$ cat config.mk
export PLATFORM = sky130hd
export DESIGN_NAME = sprite_compositor
export DESIGN_NICKNAME = d
export VERILOG_FILES = /design/src/rtl/sprite_compositor.sv
export SDC_FILE = /design/constraint.sdc
export NUM_CORES = 1
export LEC_CHECK = 0
export BUFFER_PORTS_ARGS = -buffer_cell sky130_fd_sc_hd__buf_4
export CAP_MARGIN = 20
export CORE_AREA = 2 2 218 220
export CTS_CLUSTER_SIZE = 20
export DETAILED_ROUTE_END_ITERATION = 7
export DIE_AREA = 0 0 220 222
export PLACE_DENSITY_LB_ADDON = 0.2
export SLEW_MARGIN = 10
export SYNTH_ARGS = -nofsm -noshare
export SYNTH_HDL_FRONTEND = slang
export SYNTH_SLANG_ARGS = --single-unit
$ cat constraint.sdc
create_clock -name Clk -period 4.15 [get_ports Clk]
set_input_delay 0.6225 -clock Clk [delete_from_list [all_inputs] [get_ports Clk]]
set_output_delay 0.6225 -clock Clk [all_outputs]
set_load 0.1 [all_outputs]
$ cat src/rtl/sprite_compositor.sv
// Two-stage sprite/wall compositor for the VGA pixel stream, with frame-driven
// mouth animation, frightened-ghost blink and death fade-out.
module sprite_compositor #(
  parameter int unsigned NUM_SPRITES  = 4,
  parameter int unsigned SPRITE_W     = 8,
  parameter int unsigned COORD_W      = 10,
  parameter int unsigned ANIM_FRAMES  = 8,
  parameter int unsigned BLINK_FRAMES = 16
) (
  input  logic                                   Clk,
  input  logic                                   Reset,
  input  logic                                   frame_start,
  input  logic                                   pixel_valid,
  input  logic [COORD_W-1:0]                     DrawX,
  input  logic [COORD_W-1:0]                     DrawY,
  input  logic [NUM_SPRITES*COORD_W-1:0]         sprite_x,
  input  logic [NUM_SPRITES*COORD_W-1:0]         sprite_y,
  input  logic [NUM_SPRITES-1:0]                 sprite_en,
  input  logic [NUM_SPRITES-1:0]                 sprite_flip_x,
  input  logic [NUM_SPRITES-1:0]                 sprite_frightened,
  input  logic                                   frightened_ending,
  input  logic [NUM_SPRITES*24-1:0]              sprite_color,
  input  logic [NUM_SPRITES*SPRITE_W*SPRITE_W-1:0] sprite_bitmap,
  input  logic [SPRITE_W*SPRITE_W-1:0]           pac_closed_bitmap,
  input  logic                                   pac_moving,
  input  logic                                   wall_on,
  input  logic                                   death,
  output logic [7:0]                             Red,
  output logic [7:0]                             Green,
  output logic [7:0]                             Blue,
  output logic                                   out_valid,
  output logic                                   fade_done
);

  localparam int unsigned IDX_W    = (SPRITE_W > 1) ? $clog2(SPRITE_W) : 1;
  localparam int unsigned BM_W     = SPRITE_W * SPRITE_W;
  localparam int unsigned BM_IDX_W = (BM_W > 1) ? $clog2(BM_W) : 1;
  localparam int unsigned ANIM_W   = $clog2(ANIM_FRAMES + 1);
  localparam int unsigned BLINK_W  = $clog2(BLINK_FRAMES + 1);

  // frame-driven state
  logic [ANIM_W-1:0]  anim_cnt_q, anim_cnt_d;
  logic               mouth_closed_q, mouth_closed_d;
  logic [BLINK_W-1:0] blink_cnt_q, blink_cnt_d;
  logic               blink_phase_q, blink_phase_d;
  logic [3:0]         fade_level_q, fade_level_d;
  logic               fade_done_q, fade_done_d;

  // stage 1
  logic                                s1_valid_q, s1_valid_d;
  logic [NUM_SPRITES-1:0]              s1_hit_q, s1_hit_d;
  logic [NUM_SPRITES-1:0][IDX_W-1:0]   s1_dx_q, s1_dx_d;
  logic [NUM_SPRITES-1:0][IDX_W-1:0]   s1_dy_q, s1_dy_d;
  logic                                s1_wall_q, s1_wall_d;
  logic                                s1_mouth_q, s1_mouth_d;
  logic                                s1_blink_q, s1_blink_d;
  logic [3:0]                          s1_fade_q, s1_fade_d;

  // stage 2 / output
  logic [23:0] rgb_q, rgb_d;
  logic        out_valid_q, out_valid_d;

  logic [NUM_SPRITES-1:0][COORD_W-1:0] dx_full, dy_full;
  logic [COORD_W-1:0]                  sx, sy;

  always_comb begin
    anim_cnt_d     = anim_cnt_q;
    mouth_closed_d = mouth_closed_q;
    if (frame_start && pac_moving) begin
      if (anim_cnt_q == ANIM_W'(ANIM_FRAMES - 1)) begin
        anim_cnt_d     = '0;
        mouth_closed_d = ~mouth_closed_q;
      end else begin
        anim_cnt_d = anim_cnt_q + ANIM_W'(1);
      end
    end

    blink_cnt_d   = blink_cnt_q;
    blink_phase_d = blink_phase_q;
    if (!frightened_ending) begin
      blink_cnt_d   = '0;
      blink_phase_d = 1'b0;
    end else if (frame_start) begin
      if (blink_cnt_q == BLINK_W'(BLINK_FRAMES - 1)) begin
        blink_cnt_d   = '0;
        blink_phase_d = ~blink_phase_q;
      end else begin
        blink_cnt_d = blink_cnt_q + BLINK_W'(1);
      end
    end

    fade_level_d = fade_level_q;
    if (!death) begin
      fade_level_d = '0;
    end else if (frame_start && fade_level_q != 4'd8) begin
      fade_level_d = fade_level_q + 4'd1;
    end
    fade_done_d = (fade_level_d == 4'd8);
  end

  // Frame state is snapshotted alongside the pixel so a pixel that coincides
  // with frame_start is composited with the pre-update values.
  always_comb begin
    dx_full  = '0;
    dy_full  = '0;
    sx       = '0;
    sy       = '0;
    s1_hit_d = '0;
    s1_dx_d  = '0;
    s1_dy_d  = '0;
    for (int unsigned i = 0; i < NUM_SPRITES; i++) begin
      sx          = sprite_x[i*COORD_W +: COORD_W];
      sy          = sprite_y[i*COORD_W +: COORD_W];
      dx_full[i]  = DrawX - sx;
      dy_full[i]  = DrawY - sy;
      s1_hit_d[i] = sprite_en[i] && (DrawX >= sx) && (DrawY >= sy) &&
                    (dx_full[i] < COORD_W'(SPRITE_W)) &&
                    (dy_full[i] < COORD_W'(SPRITE_W));
      s1_dx_d[i]  = dx_full[i][IDX_W-1:0];
      s1_dy_d[i]  = dy_full[i][IDX_W-1:0];
    end
    s1_valid_d = pixel_valid;
    s1_wall_d  = wall_on;
    s1_mouth_d = mouth_closed_q;
    s1_blink_d = blink_phase_q;
    s1_fade_d  = fade_level_q;
  end

  logic [BM_W-1:0]     bm;
  logic [IDX_W-1:0]    col;
  logic [BM_IDX_W-1:0] bit_idx;
  logic                bit_on;
  logic                found;
  logic [23:0]         pix_rgb;
  logic [23:0]         faded;

  always_comb begin
    bm      = '0;
    col     = '0;
    bit_idx = '0;
    bit_on  = 1'b0;
    found   = 1'b0;
    pix_rgb = '0;
    for (int unsigned i = 0; i < NUM_SPRITES; i++) begin
      bm      = (i == 0 && s1_mouth_q) ? pac_closed_bitmap : sprite_bitmap[i*BM_W +: BM_W];
      col     = sprite_flip_x[i] ? (IDX_W'(SPRITE_W - 1) - s1_dx_q[i]) : s1_dx_q[i];
      bit_idx = BM_IDX_W'(32'(s1_dy_q[i]) * SPRITE_W + (SPRITE_W - 1) - 32'(col));
      bit_on  = bm[bit_idx];
      if (!found && s1_hit_q[i] && bit_on) begin
        found = 1'b1;
        if (i != 0 && sprite_frightened[i]) begin
          pix_rgb = (frightened_ending && s1_blink_q) ? 24'hFFFFFF : 24'h2121FF;
        end else begin
          pix_rgb = sprite_color[i*24 +: 24];
        end
      end
    end
    if (s1_wall_q) begin
      pix_rgb = 24'h0000FF;
    end
    faded       = {pix_rgb[23:16] >> s1_fade_q, pix_rgb[15:8] >> s1_fade_q,
                   pix_rgb[7:0] >> s1_fade_q};
    rgb_d       = s1_valid_q ? faded : rgb_q;
    out_valid_d = s1_valid_q;
  end

  always_ff @(posedge Clk) begin
    if (Reset) begin
      anim_cnt_q     <= '0;
      mouth_closed_q <= 1'b0;
      blink_cnt_q    <= '0;
      blink_phase_q  <= 1'b0;
      fade_level_q   <= '0;
      fade_done_q    <= 1'b0;
      s1_valid_q     <= 1'b0;
      s1_hit_q       <= '0;
      s1_dx_q        <= '0;
      s1_dy_q        <= '0;
      s1_wall_q      <= 1'b0;
      s1_mouth_q     <= 1'b0;
      s1_blink_q     <= 1'b0;
      s1_fade_q      <= '0;
      rgb_q          <= '0;
      out_valid_q    <= 1'b0;
    end else begin
      anim_cnt_q     <= anim_cnt_d;
      mouth_closed_q <= mouth_closed_d;
      blink_cnt_q    <= blink_cnt_d;
      blink_phase_q  <= blink_phase_d;
      fade_level_q   <= fade_level_d;
      fade_done_q    <= fade_done_d;
      s1_valid_q     <= s1_valid_d;
      s1_hit_q       <= s1_hit_d;
      s1_dx_q        <= s1_dx_d;
      s1_dy_q        <= s1_dy_d;
      s1_wall_q      <= s1_wall_d;
      s1_mouth_q     <= s1_mouth_d;
      s1_blink_q     <= s1_blink_d;
      s1_fade_q      <= s1_fade_d;
      rgb_q          <= rgb_d;
      out_valid_q    <= out_valid_d;
    end
  end

  assign Red       = rgb_q[23:16];
  assign Green     = rgb_q[15:8];
  assign Blue      = rgb_q[7:0];
  assign out_valid = out_valid_q;
  assign fade_done = fade_done_q;

endmodule

==> results of run 1 <==
## critical path, stage by stage, from the launching register on
cell	delay, ps
sky130_fd_sc_hd__dfxtp_4	420
sky130_fd_sc_hd__buf_12	200
sky130_fd_sc_hd__mux4_2	540
sky130_fd_sc_hd__a22oi_1	160
sky130_fd_sc_hd__a311oi_1	130
sky130_fd_sc_hd__or4_4	560
sky130_fd_sc_hd__buf_4	180
sky130_fd_sc_hd__a2bb2o_2	270
sky130_fd_sc_hd__buf_4	150
sky130_fd_sc_hd__buf_4	150
sky130_fd_sc_hd__o211a_1	110
sky130_fd_sc_hd__o32ai_1	240
sky130_fd_sc_hd__buf_4	200
sky130_fd_sc_hd__a2bb2oi_1	190
sky130_fd_sc_hd__o211ai_1	110
sky130_fd_sc_hd__a32o_1	230
## layout make-up
| class | count | area, µm² | share of cell area [%] |
|---|---|---|---|
| clock inverter | 6 | 92.6 | 0.469 |
| clock buffer | 10 | 239 | 1.21 |
| antenna | 14 | 35.0 | 0.177 |
| multi-input combinational | 1389 | 11200 | 56.8 |
| inverter | 137 | 514 | 2.61 |
| tap | 607 | 759 | 3.85 |
| sequential | 77 | 1560 | 7.88 |
| timing repair buffer | 700 | 5340 | 27.1 |
## sequential cells by signal, indices dropped and copies added, names as in the netlist, 4 cells and up
signal and count:
rgb_q 24, blink_cnt_q 5, s1_dx_q 12, anim_cnt_q 4, fade_level_q 4, s1_hit_q 4, s1_dy_q 12, s1_fade_q 4
## timing repair
action	in CTS	in global routing
setup endpoints to repair	7	23
setup buffers	0	2
gates resized for setup	4	17
pin swaps	0	5
## power groups by stage
stage	registers (µW)	clock network (µW)	logic, µW
floorplan	830	0	1160
global placement	862	0	1950
detailed placement	864	0	1960
CTS	847	928	1980
global route	855	956	2150
finish	848	904	1990
## logic make-up (layout without fill, tap and decap cells)
family	count (synthesis)	in the layout	synth area share (%)
simple gates	567	567	21.0
compound gates	456	456	24.1
buf+inv	249	853	8.07
mux	215	215	23.1
fa+ha+maj	92	92	8.77
flops	77	77	11.2
xor+xnor	59	59	3.80
other cells	0	14	0
## synthesized netlist by cell type (all sizes together) (10+ instances only)
master   count  share of area (%)
o22ai       10               0.45
mux4        81                 13
ha          84                7.6
nor3b       12               0.65
a2bb2oi     11               0.70
nor2       123                3.3
a21oi       86                3.1
buf         75                3.3
a211oi      24                1.4
xor2        21                1.4
xnor2       38                2.4
a221oi      12               0.76
and2        16               0.72
clkbuf      37                1.0
a21o        28                1.5
inv        133                3.6
nor2b       71                3.2
mux2i      112                8.1
o211ai      20                1.1
o31ai       12               0.75
a22oi       28                1.5
mux2        22                1.8
nand4       26                1.2
or3         12               0.54
dfxtp       77                 11
o21ai       61                2.2
o311ai      10               0.76
nand3       31                1.1
a21boi      14               0.76
nor4        18               0.82
nor3        50                1.8
nand2b      30                1.4
a31oi       18               0.82
nand2      131                3.6
## path summary, 6_finish.rpt
| kind | endpoint | slack, ps | cells after the start |
|---|---|---|---|
| worst max-delay path | rgb_q[18]$_SDFFE_PP0P_ | 190 | 15 |
| worst min-delay path | rgb_q[3]$_SDFFE_PP0P_ | 470 | 2 |
| worst max register to register | rgb_q[18]$_SDFFE_PP0P_ | 190 | 15 |
| worst min register to register | rgb_q[3]$_SDFFE_PP0P_ | 470 | 2 |
## layer usage
layer / part of all wire [%] / global-route usage, % / vias up / wire, µm
met5: 0.065 / 0 / - / 43
met4: 2.8 / 9.33 / 6 / 1870
met3: 6.7 / 4.02 / 101 / 4430
met2: 48 / 42.6 / 642 / 31400
met1: 43 / 33.4 / 7880 / 28200
li1: - / - / 7715 / -
## metrics by stage
| stage | std cells | setup slack, ps | utilization [%] | setup TNS, ps |
|---|---|---|---|---|
| floorplan | 1715 | 336 | - | 0 |
| global placement | 2908 | -252 | 41.7 | -2190 |
| detailed placement | 2908 | -319 | 41.7 | -3440 |
| CTS | 2924 | 11.4 | 42.4 | 0 |
| global route | 2940 | 14.6 | 42.7 | 0 |
| finish | 2940 | 195 | 42.7 | 0 |
==> metrics.txt, run 1 <==
result of the run=completed; remaining global-route overflow=0; fraction of layout cells with a size suffix above 1=36.9%; critical hold path startpoint=rgb_q[3]$_SDFFE_PP0P_; most frequent cells in the layout=691 x sky130_fd_sc_hd__buf_4, 132 x sky130_fd_sc_hd__inv_1, 131 x sky130_fd_sc_hd__nand2_1, 121 x sky130_fd_sc_hd__nor2_1, 111 x sky130_fd_sc_hd__mux2i_1; Post-synth EDFFs=0; total number of clock tree sinks=77; minimum period implied by the final worst setup slack=3960 ps; final number of hold-violating endpoints=0; transition at the pin with the smallest max-transition slack=911 ps; clock buffers created by TritonCTS=9; WL per Instance=22.4 µm; leading cell type in the layout, fill and taps excluded=sky130_fd_sc_hd__buf_4; fin crit share=95.3%; data required time at the worst endpoint=4390 ps; arrival time at the worst endpoint=4200 ps; max frequency=0.253 GHz; clock slew at the register clock pins of the worst setup and hold paths=70 ps; nets in the synthesized netlist=2343; proportion of synthesized chip area in sequential cells=11.2%; via count of the first global-routing pass=16000; total of hold buffers inserted after clock tree synthesis=0; DR pass1 iterations=5; RSZ-0062 raised after global routing=false; post-synth cell types=90; DRT Wirelength=65900 µm; floorplan die area=0.0488 mm²; total of fill cells in the finished design=4697; buffers added on ports=560; post-layout power=3740 µW; Worst Setup End Kind=register; leakage power=0.00885 µW; average instance area after synthesis=8.05 µm²; critical path class=reg -> reg; horizontal die dimension=220 µm; headroom to the max-slew limit=38.8%; effective utilization at floorplan=29.9%; Max-cap violations=0; I/O pin cnt=562; Peak supply drop=174 µV; Clk pwr share=24.2%; net switching fraction of the power=36.8%; Hold Path Class=reg -> reg; source of the worst register-to-register timing path=s1_dx_q[7]$_SDFF_PP0_; category of the worst setup path launch point=register; worst hold slack=471 ps; dominant synthesized flop cell=sky130_fd_sc_hd__dfxtp_1; later-pin clock latency in the skew report=350 ps; CP max FO=22; antenna violations before repair=18; post-detailed-route via-to-cell ratio=5.56; number of placement rows=79; HPWL after detailed placement=55700 µm; final RePlAce weighted congestion=0.937; starting DRC count in detailed routing=1373; total DRC errors in the routed layout=0; clock tree from TritonCTS=built; height of the die=222 µm; YS warnings=0; pwr dens=189 mW/mm²; Total GRT Usage=25.6%; placement-stage cell area=0.0193 mm²; cell area after technology mapping=0.0138 mm²; Critical path origin=s1_dx_q[7]$_SDFF_PP0_; maximum buffer depth of the clock tree=2; final-stage net count=2942; Final setup violation count=0; part of the power in combinational logic=53.1%; pin count of the biggest net entering global routing=62; H-tree depth=3; area grow syn2layout=42.9%; Int Power=2360 µW; buffer type at the clock tree root=sky130_fd_sc_hd__clkbuf_16; max-slew violations=0; global-route wire length before repair=96100 µm; post-route clock skew=13.7 ps; cells after synthesis=1715; DRT antenna net count=0; overall via count from detail_route=16300; share of flip-flops with an asynchronous set or reset=0%; switching power total=1380 µW; fin area=0.0197 mm²; sequential fraction of design power=22.7%; core region area=0.0463 mm²; register bit count reported by yosys=77
Power figures use the tool's default switching activity.
==> run 2: changes to the inputs <==
--- a/config.mk
+++ b/config.mk
@@ -5,12 +5,12 @@
 export SDC_FILE = /design/constraint.sdc
 export NUM_CORES = 1
 export LEC_CHECK = 0
-export BUFFER_PORTS_ARGS = -buffer_cell sky130_fd_sc_hd__buf_4
 export CAP_MARGIN = 20
-export CORE_AREA = 2 2 218 220
+export CORE_AREA = 2 2 216 218
 export CTS_CLUSTER_SIZE = 20
 export DETAILED_ROUTE_END_ITERATION = 7
-export DIE_AREA = 0 0 220 222
+export DIE_AREA = 0 0 218 220
+export DONT_BUFFER_PORTS = 1
 export PLACE_DENSITY_LB_ADDON = 0.2
 export SLEW_MARGIN = 10
 export SYNTH_ARGS = -nofsm -noshare
==> metrics.txt, run 2 (same netlist as run 1, synthesis figures left out) <==
leakage power=0.00603 µW; floorplan die area=0.0480 mm²; core region area=0.0459 mm²; final RePlAce weighted congestion=0.956; fin crit share=98.2%; combined buffer and inverter count along the critical path=3; global-route wire length before repair=84800 µm; clock slew at the register clock pins of the worst setup and hold paths=70 ps; most frequent cells in the layout=132 x sky130_fd_sc_hd__inv_1, 130 x sky130_fd_sc_hd__nand2_1, 123 x sky130_fd_sc_hd__nor2_1, 111 x sky130_fd_sc_hd__mux2i_1, 99 x sky130_fd_sc_hd__buf_4; Final setup violation count=0; remaining global-route overflow=0; data required time at the worst endpoint=4400 ps; combined flip-flop and latch cell area=0.00156 mm²; maximum buffer depth of the clock tree=2; register containing the most flip-flops in the final layout=rgb_q; max-slew violations=0; post-detailed-route via-to-cell ratio=5.93; leading cell type in the layout, fill and taps excluded=sky130_fd_sc_hd__inv_1; H-tree depth=3; Worst Setup End Kind=register; pin count of the biggest net entering global routing=62; Critical Path Stages=14; clock tree from TritonCTS=built; total number of clock tree sinks=77; pwr dens=205 mW/mm²; fraction of layout cells with a size suffix above 1=15.4%; headroom to the max-slew limit=28.9%; placement-stage cell area=0.0149 mm²; final-stage net count=2354; height of the die=220 µm; Largest register FFs=24; total DRC errors in the routed layout=0; source of the worst register-to-register timing path=s1_mouth_q$_SDFF_PP0_; Max-cap violations=0; endpoint of the worst register-to-register path=rgb_q[17]$_SDFFE_PP0P_; critical path class=reg -> reg; via count of the first global-routing pass=13500; antenna violations before repair=13; cell depth of the worst min-delay path=1; max frequency=0.245 GHz; I/O pin cnt=562; critical-path cell with the highest stage delay=sky130_fd_sc_hd__a211oi_1; CP delay by family, top=compound AO/OA/AOI/OAI gates; Total GRT Usage=23.2%; critical hold path startpoint=Reset; number of placement rows=79; cells along the critical path=buf_4 -> mux2_2 -> a2bb2oi_1 -> a211oi_1 -> o31ai_1 -> nand4b_1 -> buf_4 -> o21ai_1 -> buf_4 -> and2_1 -> o32a_2 -> mux2i_2 -> nor4_1 -> o41a_1; clock buffers created by TritonCTS=9; DR pass1 iterations=8; total area of multi-input combinational cells=0.0112 mm²; category of the worst setup path launch point=register; aggregate negative setup slack=0 ps; post-layout power=3150 µW; area grow syn2layout=11.3%; CP peak stage delay=560 ps; starting DRC count in detailed routing=1154; sink of the worst hold path=rgb_q[21]$_SDFFE_PP0P_; CP max FO=11; RSZ-0062 raised after global routing=false; Hold Path Class=in -> reg; Peak supply drop=147 µV; WL per Instance=25.2 µm; minimum period implied by the final worst setup slack=4070 ps; HPWL after detailed placement=50100 µm; buffer type at the clock tree root=sky130_fd_sc_hd__clkbuf_16; total of hold buffers inserted after clock tree synthesis=0; later-pin clock latency in the skew report=360 ps; depth of the worst register-to-register path=14; DRT antenna net count=0; result of the run=completed; final number of hold-violating endpoints=0; fin area=0.0154 mm²; internal reg-to-reg setup slack=80 ps; DRT Wirelength=59200 µm; total of fill cells in the finished design=4932; horizontal die dimension=218 µm; transition at the pin with the smallest max-transition slack=1060 ps; total instance count after detailed placement=2319; fraction of the core area covered by cells at the end of the flow=33.5%; post-route clock skew=19.0 ps; cell repeated most along the worst path=sky130_fd_sc_hd__buf_4; largest registers=rgb_q (24), s1_dx_q (12), s1_dy_q (12); effective utilization at floorplan=30.1%; buffers added on ports=0; number of cells in the finished layout apart from fillers=2348; arrival time at the worst endpoint=4320 ps; overall via count from detail_route=13900
[run 2: changes by cell type in the layout (fill, tap and decap cells not counted), sizes merged]
cell    delta
buf      -588
diode      -4
clkinv     +2
bufinv     -1
inv        -1
[run 2: area by class of cell]
cell class | count | share of cell area, %
repair buffers | 112 | 6.47
diodes | 10 | 0.163
clock inverters | 6 | 0.464
well taps | 607 | 4.94
inverters | 137 | 3.34
clock buffers | 10 | 1.49
multi-input cells | 1389 | 73.0
flip-flops and latches | 77 | 10.1
[run 2: worst max path at each step]
stage / from / end / slack, ps
2_1_floorplan: sprite_flip_x[1] / rgb_q[1]$_SDFFE_PP0P_ / 340
4_1_cts: s1_dx_q[7]$_SDFF_PP0_ / rgb_q[11]$_SDFFE_PP0P_ / -30
3_3_place_gp: s1_dx_q[1]$_SDFF_PP0_ / rgb_q[12]$_SDFFE_PP0P_ / -110
3_5_place_dp: sprite_bitmap[176] / rgb_q[17]$_SDFFE_PP0P_ / -130
5_1_grt: s1_mouth_q$_SDFF_PP0_ / rgb_q[1]$_SDFFE_PP0P_ / 7
6_report: s1_mouth_q$_SDFF_PP0_ / rgb_q[17]$_SDFFE_PP0P_ / 80
[run 2: power breakdown]
group          switching (µW)  internal, µW  total, µW
sequential               95.9           770        866
clock                     370           471        842
combinational             728           714       1440
[run 2: through the flow]
stage	setup WS [ps]	hold slack (ps)
5_1_grt	7.07	326
3_5_place_dp	-134	473
2_1_floorplan	336	454
6_report	76.5	337
3_3_place_gp	-105	461
4_1_cts	-29.0	320
[run 2: per-layer routing]
| metal | vias to the layer above | part of all wire (%) | track usage (%) |
|---|---|---|---|
| met5 | - | 0.046 | 0 |
| li1 | 6522 | - | - |
| met2 | 617 | 47 | 38.3 |
| met3 | 82 | 7.7 | 4.75 |
| met4 | 4 | 2.9 | 8.14 |
| met1 | 6707 | 43 | 30.1 |
[run 2: repair_timing]
item                                    in CTS  in global routing
gates resized for setup                      9                 15
endpoints found under the setup margin      15                 21
pin swaps                                    0                  3
buffers inserted                             0                  3
hold endpoints to repair                     0                  0
==> run 3: changes to the inputs <==
--- a/config.mk
+++ b/config.mk
@@ -6,10 +6,12 @@
 export NUM_CORES = 1
 export LEC_CHECK = 0
 export CAP_MARGIN = 20
-export CORE_AREA = 2 2 216 218
+export CELL_PAD_IN_SITES_DETAIL_PLACEMENT = 1
+export CELL_PAD_IN_SITES_GLOBAL_PLACEMENT = 1
+export CORE_AREA = 2 2 221 223
 export CTS_CLUSTER_SIZE = 20
 export DETAILED_ROUTE_END_ITERATION = 7
-export DIE_AREA = 0 0 218 220
+export DIE_AREA = 0 0 223 225
 export DONT_BUFFER_PORTS = 1
 export PLACE_DENSITY_LB_ADDON = 0.2
 export SLEW_MARGIN = 10
==> constraint.sdc (replaced) <==
create_clock -name Clk -period 4.65 [get_ports Clk]
set_input_delay 0.6975 -clock Clk [delete_from_list [all_inputs] [get_ports Clk]]
set_output_delay 0.6975 -clock Clk [all_outputs]
set_load 0.1 [all_outputs]
==> metrics.txt, run 3 (same netlist as run 1, synthesis figures left out) <==
DRT antenna net count=0; later-pin clock latency in the skew report=360 ps; final-stage net count=2318; horizontal die dimension=223 µm; fin area=0.0150 mm²; transition at the pin with the smallest max-transition slack=1080 ps; most frequent cells in the layout=132 x sky130_fd_sc_hd__inv_1, 131 x sky130_fd_sc_hd__nand2_1, 123 x sky130_fd_sc_hd__nor2_1, 112 x sky130_fd_sc_hd__mux2i_1, 86 x sky130_fd_sc_hd__a21oi_1; DRT Wirelength=62800 µm; starting DRC count in detailed routing=859; placement-stage cell area=0.0146 mm²; total DRC errors in the routed layout=0; max frequency=0.231 GHz; overall via count from detail_route=14000; CP max FO=12; Worst Setup End Kind=register; result of the run=completed; height of the die=225 µm; pwr dens=188 mW/mm²; total setup buffers inserted after CTS=0; HPWL after detailed placement=53200 µm; leakage power=0.00581 µW; max-slew violations=0; number of placement rows=80; global-route wire length before repair=90700 µm; post-route clock skew=17.8 ps; Final setup violation count=0; final number of hold-violating endpoints=0; buffer type at the clock tree root=sky130_fd_sc_hd__clkbuf_16; core region area=0.0475 mm²; clock slew at the register clock pins of the worst setup and hold paths=70 ps; leading cell type in the layout, fill and taps excluded=sky130_fd_sc_hd__inv_1; fin crit share=93.3%; minimum period implied by the final worst setup slack=4340 ps; WL per Instance=27.0 µm; largest registers=rgb_q (24), s1_dx_q (12), s1_dy_q (12); total number of clock tree sinks=77; via count of the first global-routing pass=14200; remaining global-route overflow=0; clock tree from TritonCTS=built; register containing the most flip-flops in the final layout=rgb_q; Largest register FFs=24; headroom to the max-slew limit=27.7%; effective utilization at floorplan=29.0%; I/O pin cnt=562; worst hold slack=412 ps; H-tree depth=3; area grow syn2layout=8.31%; Total GRT Usage=23.7%; fraction of layout cells with a size suffix above 1=13.1%; Peak supply drop=167 µV; DR pass1 iterations=5; clock buffers created by TritonCTS=9; final RePlAce weighted congestion=0.911; total of hold buffers inserted after clock tree synthesis=0; antenna violations before repair=17; Max-cap violations=0; category of the worst setup path launch point=register; count of cells resized by post-cts repair=0; arrival time at the worst endpoint=4570 ps; Hold Path Class=in -> reg; buffers added on ports=0; maximum buffer depth of the clock tree=2; pin count of the biggest net entering global routing=62; fraction of the core area covered by cells at the end of the flow=31.5%; post-detailed-route via-to-cell ratio=6.01; floorplan die area=0.0502 mm²; aggregate negative setup slack=0 ps; data required time at the worst endpoint=4880 ps; critical path class=reg -> reg
## run 3: cell count changes in the layout (fill, tap and decap cells not counted), sizes merged
cell and change:
inv +2, buf -36, clkbuf -1, diode +4, clkinvlp -1
## run 3: path summary, 6_finish.rpt
| check | startpoint | endpoint | slack, ps | depth (start not counted) |
|---|---|---|---|---|
| setup / recovery | s1_dx_q[3]$_SDFF_PP0_ | rgb_q[2]$_SDFFE_PP0P_ | 310 | 15 |
| hold / removal | Reset | out_valid$_SDFF_PP0_ | 410 | 1 |
| setup reg to reg | s1_dx_q[3]$_SDFF_PP0_ | rgb_q[2]$_SDFFE_PP0P_ | 310 | 15 |
| hold reg to reg | anim_cnt_q[1]$_SDFFE_PP0P_ | anim_cnt_q[1]$_SDFFE_PP0P_ | 480 | 2 |
## run 3: cell type report
cell class,instances,area (µm²)
diodes,14,35.0
clock buffers,9,225
clock inverters,7,82.6
fillers,5680,32600
inverters,137,514
multi-input cells,1389,11200
flip-flops and latches,77,1550
well taps,615,769
repair buffers,76,608
## run 3: routing by layer
layer,GRT usage (%),part of all wire [%],vias to the layer above
li1,-,-,6443
met1,29.9,43,6902
met2,39.9,48,524
met3,4.34,6.4,86
met4,9.24,3.3,2
met5,0,0.025,-
## run 3: critical path, stage by stage, from the launching register on
cell and delay (ps):
sky130_fd_sc_hd__dfxtp_1 540, sky130_fd_sc_hd__buf_4 260, sky130_fd_sc_hd__nand4b_1 130, sky130_fd_sc_hd__a21oi_1 60
sky130_fd_sc_hd__or4_1 520, sky130_fd_sc_hd__o311ai_1 430, sky130_fd_sc_hd__buf_4 200, sky130_fd_sc_hd__o31a_1 300
sky130_fd_sc_hd__nand2_1 230, sky130_fd_sc_hd__buf_4 240, sky130_fd_sc_hd__o311ai_0 400, sky130_fd_sc_hd__a2bb2oi_1 130
sky130_fd_sc_hd__buf_4 170, sky130_fd_sc_hd__nor4_1 330, sky130_fd_sc_hd__a311o_1 190, sky130_fd_sc_hd__a31oi_1 70
## run 3: power by group
part	switching (µW)	internal, µW
combinational	653	611
sequential	98.5	687
clock	340	426
total	1090	1720
## run 3: per-stage QoR
stage               instances  power [µW]  setup slack [ps]
global placement         2294        2050               190
detailed placement       2294        2070               157
global route             2323        3010             -19.6
CTS                      2310        2850               151
finish                   2324        2820               313
floorplan                1715        1770               761
